==> src/rtl/dzcpu_trace_buffer.sv <==
// Timestamped trace FIFO for DZCPU retire events and MMU writes.
// Records overflow markers and can freeze capture when a chosen PC retires.
module dzcpu_trace_buffer #(
    parameter int DEPTH_LOG2 = 6,
    parameter int TS_WIDTH   = 14
) (
    input  logic        iClock,
    input  logic        iReset,
    input  logic        iCaptureEn,
    input  logic        iClear,
    input  logic        iRetire,
    input  logic [15:0] iPc,
    input  logic [7:0]  iA,
    input  logic [7:0]  iFlags,
    input  logic        iMmuWe,
    input  logic [15:0] iMmuAddr,
    input  logic [7:0]  iMmuData,
    input  logic        iStopEn,
    input  logic [15:0] iStopPc,
    input  logic        iRdEn,
    output logic [47:0] oRdData,
    output logic        oRdValid,
    output logic        oEmpty,
    output logic        oFull,
    output logic [7:0]  oDropCount,
    output logic        oStopHit
);
    localparam int DEPTH = 1 << DEPTH_LOG2;

    logic [47:0]           mem [DEPTH];
    logic [DEPTH_LOG2-1:0] wr_ptr_q, wr_ptr_d, rd_ptr_q, rd_ptr_d;
    logic [DEPTH_LOG2:0]   occ_q, occ_d;
    logic [TS_WIDTH-1:0]   ts_q, ts_d;
    logic [7:0]            drop_q, drop_d;
    logic                  marker_q, marker_d;
    logic                  pend_q, pend_d;
    logic [47:0]           pend_rec_q, pend_rec_d;
    logic                  stop_arm_q, stop_arm_d;
    logic [47:0]           stop_rec_q, stop_rec_d;
    logic                  stop_hit_q, stop_hit_d;
    logic                  rd_valid_q, rd_valid_d;
    logic [47:0]           rd_data_q;

    logic        full, empty, cap, stop_match, ret_lost, wr_en, rd_fire;
    logic [1:0]  drops;
    logic [8:0]  drop_sum;
    logic [47:0] wr_data, ret_rec, mmu_rec, marker_rec;

    assign full       = (occ_q == (DEPTH_LOG2 + 1)'(DEPTH));
    assign empty      = (occ_q == '0);
    assign cap        = iCaptureEn && !stop_hit_q;
    assign stop_match = iRetire && iStopEn && (iPc == iStopPc);
    assign ret_rec    = {2'b01, ts_q, iPc, iA, iFlags};
    assign mmu_rec    = {2'b10, ts_q, iMmuAddr, iMmuData, 8'h00};
    assign marker_rec = {2'b00, ts_q, 24'h000000, drop_q};

    always_comb begin
        wr_ptr_d   = wr_ptr_q;
        rd_ptr_d   = rd_ptr_q;
        occ_d      = occ_q;
        ts_d       = ts_q + TS_WIDTH'(1);
        drop_d     = drop_q;
        marker_d   = marker_q;
        pend_d     = pend_q;
        pend_rec_d = pend_rec_q;
        stop_arm_d = stop_arm_q;
        stop_rec_d = stop_rec_q;
        stop_hit_d = stop_hit_q;
        wr_en      = 1'b0;
        wr_data    = '0;
        drops      = 2'd0;
        ret_lost   = 1'b0;
        drop_sum   = '0;

        if (cap) begin
            if (stop_match && !stop_arm_q) begin
                stop_arm_d = 1'b1;
                stop_rec_d = {2'b11, ts_q, iPc, 16'h0000};
            end
            // One slot per cycle; whatever loses the slot is held or dropped.
            if (full) begin
                drops = {1'b0, iMmuWe} + {1'b0, iRetire};
            end else if (marker_q && (iMmuWe || iRetire || pend_q || stop_arm_q)) begin
                wr_en    = 1'b1;
                wr_data  = marker_rec;
                marker_d = 1'b0;
                if (iMmuWe) drops = drops + 2'd1;
                ret_lost = iRetire;
            end else if (iMmuWe) begin
                wr_en    = 1'b1;
                wr_data  = mmu_rec;
                ret_lost = iRetire;
            end else if (pend_q) begin
                wr_en    = 1'b1;
                wr_data  = pend_rec_q;
                pend_d   = 1'b0;
                ret_lost = iRetire;
            end else if (stop_arm_q) begin
                wr_en      = 1'b1;
                wr_data    = stop_rec_q;
                stop_arm_d = 1'b0;
                stop_hit_d = 1'b1;
                ret_lost   = iRetire;
            end else if (iRetire) begin
                wr_en   = 1'b1;
                wr_data = ret_rec;
            end
            if (ret_lost) begin
                if (pend_q) begin
                    drops = drops + 2'd1;
                end else begin
                    pend_d     = 1'b1;
                    pend_rec_d = ret_rec;
                end
            end
        end

        drop_sum = {1'b0, drop_q} + {7'b0, drops};
        drop_d   = drop_sum[8] ? 8'hFF : drop_sum[7:0];
        if (drops != 2'd0) marker_d = 1'b1;

        rd_fire    = iRdEn && !empty && !iClear;
        rd_valid_d = rd_fire;
        if (rd_fire) rd_ptr_d = rd_ptr_q + DEPTH_LOG2'(1);
        if (wr_en)   wr_ptr_d = wr_ptr_q + DEPTH_LOG2'(1);
        occ_d = occ_q + (DEPTH_LOG2 + 1)'(wr_en) - (DEPTH_LOG2 + 1)'(rd_fire);

        // Flush overrides every same-cycle event; rd_data_q keeps its value.
        if (iClear) begin
            wr_en      = 1'b0;
            wr_ptr_d   = '0;
            rd_ptr_d   = '0;
            occ_d      = '0;
            ts_d       = '0;
            drop_d     = '0;
            marker_d   = 1'b0;
            pend_d     = 1'b0;
            stop_arm_d = 1'b0;
            stop_hit_d = 1'b0;
            rd_valid_d = 1'b0;
        end
    end

    always_ff @(posedge iClock or negedge iReset) begin
        if (!iReset) begin
            wr_ptr_q   <= '0;
            rd_ptr_q   <= '0;
            occ_q      <= '0;
            ts_q       <= '0;
            drop_q     <= '0;
            marker_q   <= 1'b0;
            pend_q     <= 1'b0;
            pend_rec_q <= '0;
            stop_arm_q <= 1'b0;
            stop_rec_q <= '0;
            stop_hit_q <= 1'b0;
            rd_valid_q <= 1'b0;
            rd_data_q  <= '0;
        end else begin
            wr_ptr_q   <= wr_ptr_d;
            rd_ptr_q   <= rd_ptr_d;
            occ_q      <= occ_d;
            ts_q       <= ts_d;
            drop_q     <= drop_d;
            marker_q   <= marker_d;
            pend_q     <= pend_d;
            pend_rec_q <= pend_rec_d;
            stop_arm_q <= stop_arm_d;
            stop_rec_q <= stop_rec_d;
            stop_hit_q <= stop_hit_d;
            rd_valid_q <= rd_valid_d;
            if (rd_fire) rd_data_q <= mem[rd_ptr_q];
        end
    end

    // Head and tail only share an address when empty or full, so no read/write hazard.
    always_ff @(posedge iClock) begin
        if (wr_en) mem[wr_ptr_q] <= wr_data;
    end

    assign oRdData    = rd_data_q;
    assign oRdValid   = rd_valid_q;
    assign oEmpty     = empty;
    assign oFull      = full;
    assign oDropCount = drop_q;
    assign oStopHit   = stop_hit_q;
endmodule

==> config.mk <==
export PLATFORM = sky130hd
export DESIGN_NAME = dzcpu_trace_buffer
export DESIGN_NICKNAME = d
export VERILOG_FILES = /design/src/rtl/dzcpu_trace_buffer.sv
export SDC_FILE = /design/constraint.sdc
export NUM_CORES = 2
export LEC_CHECK = 0
export ABC_AREA = 0
export ABC_CLOCK_PERIOD_IN_PS = 7300
export CAP_MARGIN = 30
export CORE_UTILIZATION = 35
export DETAILED_ROUTE_END_ITERATION = 8
export GPL_ROUTABILITY_DRIVEN = 0
export SLEW_MARGIN = 10
export SYNTH_ARGS = -nofsm -noshare
export SYNTH_HDL_FRONTEND = slang
export SYNTH_SLANG_ARGS = --single-unit
export TNS_END_PERCENT = 20
==> constraint.sdc <==
create_clock -name iClock -period 7.3 [get_ports iClock]
set_clock_uncertainty 0.05 [all_clocks]
set_input_delay 0.73 -clock iClock [delete_from_list [all_inputs] [get_ports iClock]]
set_output_delay 0.73 -clock iClock [all_outputs]
set_load 0.02 [all_outputs]
# Yosys cells after proc, flatten, opt, wreduce, memory -nomap -nowiden
# Memory sizes are Yosys's and may differ from the RTL's. A register that Yosys moved wholly into a read port is not among the register bits.
# Index checks and enable logic that the tools add are counted.
[word_totals] mem_count=1 inputBits=80 output_inout_bits=60 ram_bits=3072 regBits=124 wordCells=122
[memory_table] memory="mem" depth=64 word_bits=48 rd=1 rd_ports_with_merged_regs=1 wr=1 line_no="30" text="logic [47:0] mem [DEPTH];"
[classes] n_bitwise=1 add_sub_neg=8 n_eq_ne=7 reduce_logical=27 mux=66
[op_table] operator="$mux 48" count=6
[op_table] operator="$mux 47" count=1
[op_table] operator="$mux 1" count=46
[op_table] operator="$mux 6" count=4
[op_table] operator="$eq 16x16->1" count=1
[op_table] operator="$mux 8" count=2
[op_table] operator="$add 14x1->14 const B" count=1
[op_table] operator="$mux 14" count=1
[op_table] operator="$add 6x1->6 const B" count=2
[op_table] operator="$mux 2" count=5
[op_table] operator="$reduce_bool 2->1" count=5
[op_table] operator="$add 8x2->9" count=1
[op_table] operator="$ne 2x2->1 const B" count=4
[op_table] operator="$add 7x1->7" count=1
[op_table] operator="$eq 7x7->1 const B" count=1
[op_table] operator="$logic_and 1x1->1" count=7
[op_table] operator="$logic_not 7->1" count=1
[op_table] operator="$mux 7" count=1
[op_table] operator="$sub 7x1->7" count=1
[op_table] operator="$reduce_and 3->1" count=2
[op_table] operator="$reduce_and 6->1" count=1
[op_table] operator="$reduce_bool 3->1" count=2
[op_table] operator="$logic_not 1->1" count=5
[op_table] operator="$logic_or 1x1->1" count=3
[op_table] operator="5 further kinds" count=5

# Depth between registers and ports, before layout
[depth] ltp_word=14 depth_mapped=19

# Worst setup path after synthesis
# Ideal clock, no wire load.
[synth_timing] path_type="input port to flip-flop" from="input port iMmuWe" to="memory mem[0][0], data pin" path_stages=9 arrival_time_ns=5.003 required_time_ns=6.548 path_buffers=3 slack_ns=1.545 setup_time_ns=0.702 cell_sequence="clkbuf_1 buf_1 inv_1 ha_1 or3b_2 a21oi_1 nand2_1 clkbuf_1 o21ai_0"
[synth_via] elab_chain_len=7 elab_cells_between_ends=8 cone_classes="mux: 4; reduce/logical: 4"
[synth_rtl] element="from (decl)" line_no="15" text="input logic iMmuWe,"
[synth_rtl] element="$logic_or 1x1->1 (3 in series)" line_no="83" text="end else if (marker_q && (iMmuWe || iRetire || pend_q || stop_arm_q)) begin"
[synth_rtl] element="$logic_and 1x1->1" line_no="83"
[synth_rtl] element="$mux 48 (*)" line_no="83"
[synth_rtl] element="$mux 48 (*)" line_no="81" text="if (full) begin"
[synth_rtl] element="$mux 48 (*)" line_no="75" text="if (cap) begin"
[synth_rtl] element="named net wr_data[0]" line_no="47" text="logic [47:0] wr_data, ret_rec, mmu_rec, marker_rec;"
[synth_rtl] element="to (decl)" line_no="30"
# The timed path passes the listed nets; every way through them passes the cells marked *.

# Final worst setup path
[layout_timing] from="register occ_q[5]" to="memory mem[56][0] (enable)"
[layout_via] elab_chain_len=6
[layout_rtl] element="from (decl)" line_no="32" text="logic [DEPTH_LOG2:0] occ_q, occ_d;"
[layout_rtl] element="from (signal assigned)" line_no="148" text="occ_q <= '0;"
[layout_rtl] element="from (signal assigned)" line_no="162" text="occ_q <= occ_d;"
[layout_rtl] element="$eq 7x7->1" line_no="49" text="assign full = (occ_q == (DEPTH_LOG2 + 1)'(DEPTH));"
[layout_rtl] element="$mux 1" line_no="81"
[layout_rtl] element="$mux 1" line_no="75"
[layout_rtl] element="$mux 1" line_no="129" text="if (iClear) begin"
[layout_rtl] element="$mux 1" line_no="178" text="if (wr_en) mem[wr_ptr_q] <= wr_data;"
[layout_rtl] element="$mux 1 (implied by the code)" line_no="178"
# Every way passes these cells.

==> reports/results.ini <==
[route]
drc=0
detail-route-antenna-nets=0
wl_um=346000
viasPerCell=5.405
vias=67200
dr.pass1.iters=6
wl_per_cell_um=27.83
drt_iter0_drc=6955

[cells_and_area]
final_nets=7482
area_growth_pct=15.43
drive_gt1_share_pct=15.01
stdcell_count=12430
stdcell_area_sq_um=145900

[critical_path]
critPathMaxFanout=21
r2r_slack_ns=2.37
reg2reg_to=mem[56][0]$_DFFE_PP_
path_cells=inv_1, ha_1, nor4bb_1, a21o_1, a21oi_2, buf_4, inv_2, or4_1, nand2b_1, nor2_4, buf_4
critical_path_depth=11
slowest_delay_ns=0.96
cpLargestDelayFamily=simple AND/OR/NAND/NOR gates
required_ns=7.83
crit_type=register to register
slowest_stage=nor2_4
r2r_cells=11
crit_path_start_kind=register
r2r_start=occ_q[5]$_DFF_PN0_
cp_common_cell=buf_4
path_buf_inv=4
critPathCaptureType=register
critPathArrivalTime_ns=5.47
critPathLaunch=occ_q[5]$_DFF_PN0_

[clock_tree]
cts_tree=done
cts_buffers=338
cts_hold_buffers=1
post_cts_resized=0
cts_setup_buffers=0
clock_sinks=3244
clock_path_buffers=4
cts_root_buf=clkbuf_16
worstSkewPairLatency_ns=0.94
clk_pin_slew_ns=0.06
htreeDepth=5

[power]
power_mw=44.67
ir_drop_mv=0.2467
seqPwrFrac_pct=47.6
p_clk_share_pct=36.9
p_comb_share_pct=15.5
p_switching_mw=11.72
sw_frac_of_total_pct=26.23
power_density_nw_per_um2=306.1
internal_power_mw=32.95
leakage_nw=46.46

[timing]
rsz0062_at_grt=false
hold_violations=0
tightest_slew_ns=1.069
setup_viol=0
drv_slew=0
tns_ns=0
period_needed_ns=4.932
max_slew_margin_pct=28.76
timing.final.ws_setup_ns=2.368
clock.fmax_mhz=202.7
finalCritPeriodShare_pct=67.57

[global_route]
overflow=0
grt_start_max_net_pins=128
grt_pass1_wl_um=489200
grt_pass1_vias=67240
antenna_found_initial=20
grt_usage_pct=18.59

[logic_synthesis]
syn_inst=7072
async_reset_ff_share_pct=5.302
ys_types=65
synth_area_per_cell_sq_um=17.88
syn_nets=7170
yosys_register_bits=3244
synth_area_sq_um=126400
synth_edf_count=3072
ys.flop_type=edfxtp_1
seq_area_frac_synth_pct=76.38
yosysWarnings=0

[placement]
portBuffers=139
detailed_place_hpwl_um=202500
pre_cts_ws_ns=1.577
dpl_cell_area_sq_um=135000
dp_cells=11800

[floorplan]
fp.dieW_um=603.0
io_pins=140
die_h_um=603.0
core_area_sq_um=359200
die_area_sq_um=363600
start_util_pct=35.19
rows=220

[hold_path]
hold_path.class=input port to async pin

[flow_run]
drv_cap=0

[status]
outcome=completed

==> cells in the mapped netlist (12+ instances only) <==
cell,count,area (sq um)
buf_1,39,146.4
or3_1,53,331.6
nand3_1,60,300.3
ha_1,16,200.2
a22o_1,49,429.2
buf_4,57,427.9
a22oi_1,245,1839
mux4_2,105,2365
dfrtp_1,172,4304
o21ai_1,13,65.06
nand2_1,178,668.1
a221oi_1,109,954.7
inv_1,27,101.4
nor2b_1,24,150.1
mux2_2,172,1937
xor2_1,29,254.0
clkbuf_1,185,694.4
o22ai_1,285,1783
o21ai_0,110,550.5
nor3_1,70,350.3
edfxtp_1,3072,92250
xnor2_1,16,140.1
mux2i_1,1233,12340
nand4_1,61,381.6
a21oi_1,142,710.7
nor2_1,299,1122
buf_2,141,705.7
o221ai_1,12,105.1
==> worst max-delay path by stage <==
stage                      endpoint  slack, ns
2_1_floorplan   mem[0][0]$_DFFE_PP_       1.55
3_3_place_gp   mem[56][6]$_DFFE_PP_       1.56
3_5_place_dp   mem[56][2]$_DFFE_PP_       1.58
4_1_cts          occ_q[6]$_DFF_PN0_       2.21
5_1_grt          occ_q[6]$_DFF_PN0_       2.25
6_report       mem[56][0]$_DFFE_PP_       2.37
==> worst register-to-register path, cell delays in order (launching register included) <==
cell      delay (ns)
dfrtp_1         0.38
inv_1           0.08
ha_1            0.20
nor4bb_1        0.15
a21o_1          0.31
a21oi_2         0.26
buf_4           0.31
inv_2           0.13
or4_1           0.69
nand2b_1        0.62
nor2_4          0.97
buf_4           0.44
==> flip-flops by register name, indices dropped and copies added, names as in the netlist <==
register / flops
mem: 3072
oStopHit: 1
stop_rec_q: 31
oDropCount: 8
oRdValid: 1
wr_ptr_q: 6
pend_q: 1
occ_q: 7
ts_q: 14
stop_arm_q: 1
rd_ptr_q: 6
oRdData: 48
marker_q: 1
pend_rec_q: 47
==> through the flow <==
step                      hold slack (ns)  util, %
final                              0.3465    40.62
after global routing               0.3824    40.62
after CTS                          0.3193    40.52
after detailed placement           0.4100    37.57
after global placement             0.4065    37.49
after floorplan                    0.3844        -
==> logic make-up after synthesis <==
family	count (synthesis)	share of synthesized area, %
simple gates	799	2.940
xor+xnor	45	0.3118
mux	1512	13.18
fa+ha+maj	18	0.1900
flops	3244	76.38
buf+inv	458	1.707
compound gates	996	5.292
==> placed cells by master (no fill, tap or decap), types with 51 or more instances in the layout <==
cell	n
edfxtp_1	3072
mux2i_1	1233
clkbuf_16	338
o22ai_1	285
a22oi_1	245
buf_4	219
nor2_1	201
nand2_1	176
mux2_2	172
dfrtp_1	168
clkdlybuf4s50_1	136
a21oi_1	134
a221oi_1	109
mux4_2	105
o21ai_0	102
nor2_4	99
clkbuf_1	84
nor3_1	68
clkinv_1	64
nand4_1	61
clkinv_2	61
nand3_1	60
or3_1	51
==> layer usage <==
metal / vias up / share of wire (%) / GRT usage (%)
met3: 597 / 5.8 / 2.587
met5: - / 0.0061 / 0
met4: 4 / 4.6 / 7.693
li1: 28950 / - / -
met1: 35330 / 40 / 23.89
met2: 2316 / 49 / 31.60
==> power groups by stage <==
stage	Combinational [mW]	Clock, mW	Sequential [mW]
floorplan	4.81	0	21.5
global placement	6.81	0	21.7
detailed placement	6.92	0	21.7
CTS	6.93	16.7	21.3
global route	7.32	17.4	21.3
finish	6.93	16.5	21.3
==> final cells by class <==
type / instances / area (sq um)
Antenna cell: 12 / 30.03
Clock buffer: 426 / 8828
Clock inverter: 179 / 1745
Fill cell: 31640 / 213300
Inverter: 29 / 108.9
Multi-Input combinational cell: 3370 / 28760
Sequential cell: 3244 / 96570
Tap cell: 4773 / 5972
Timing Repair Buffer: 401 / 3916
No activity file was read; power rests on OpenSTA's default activity.
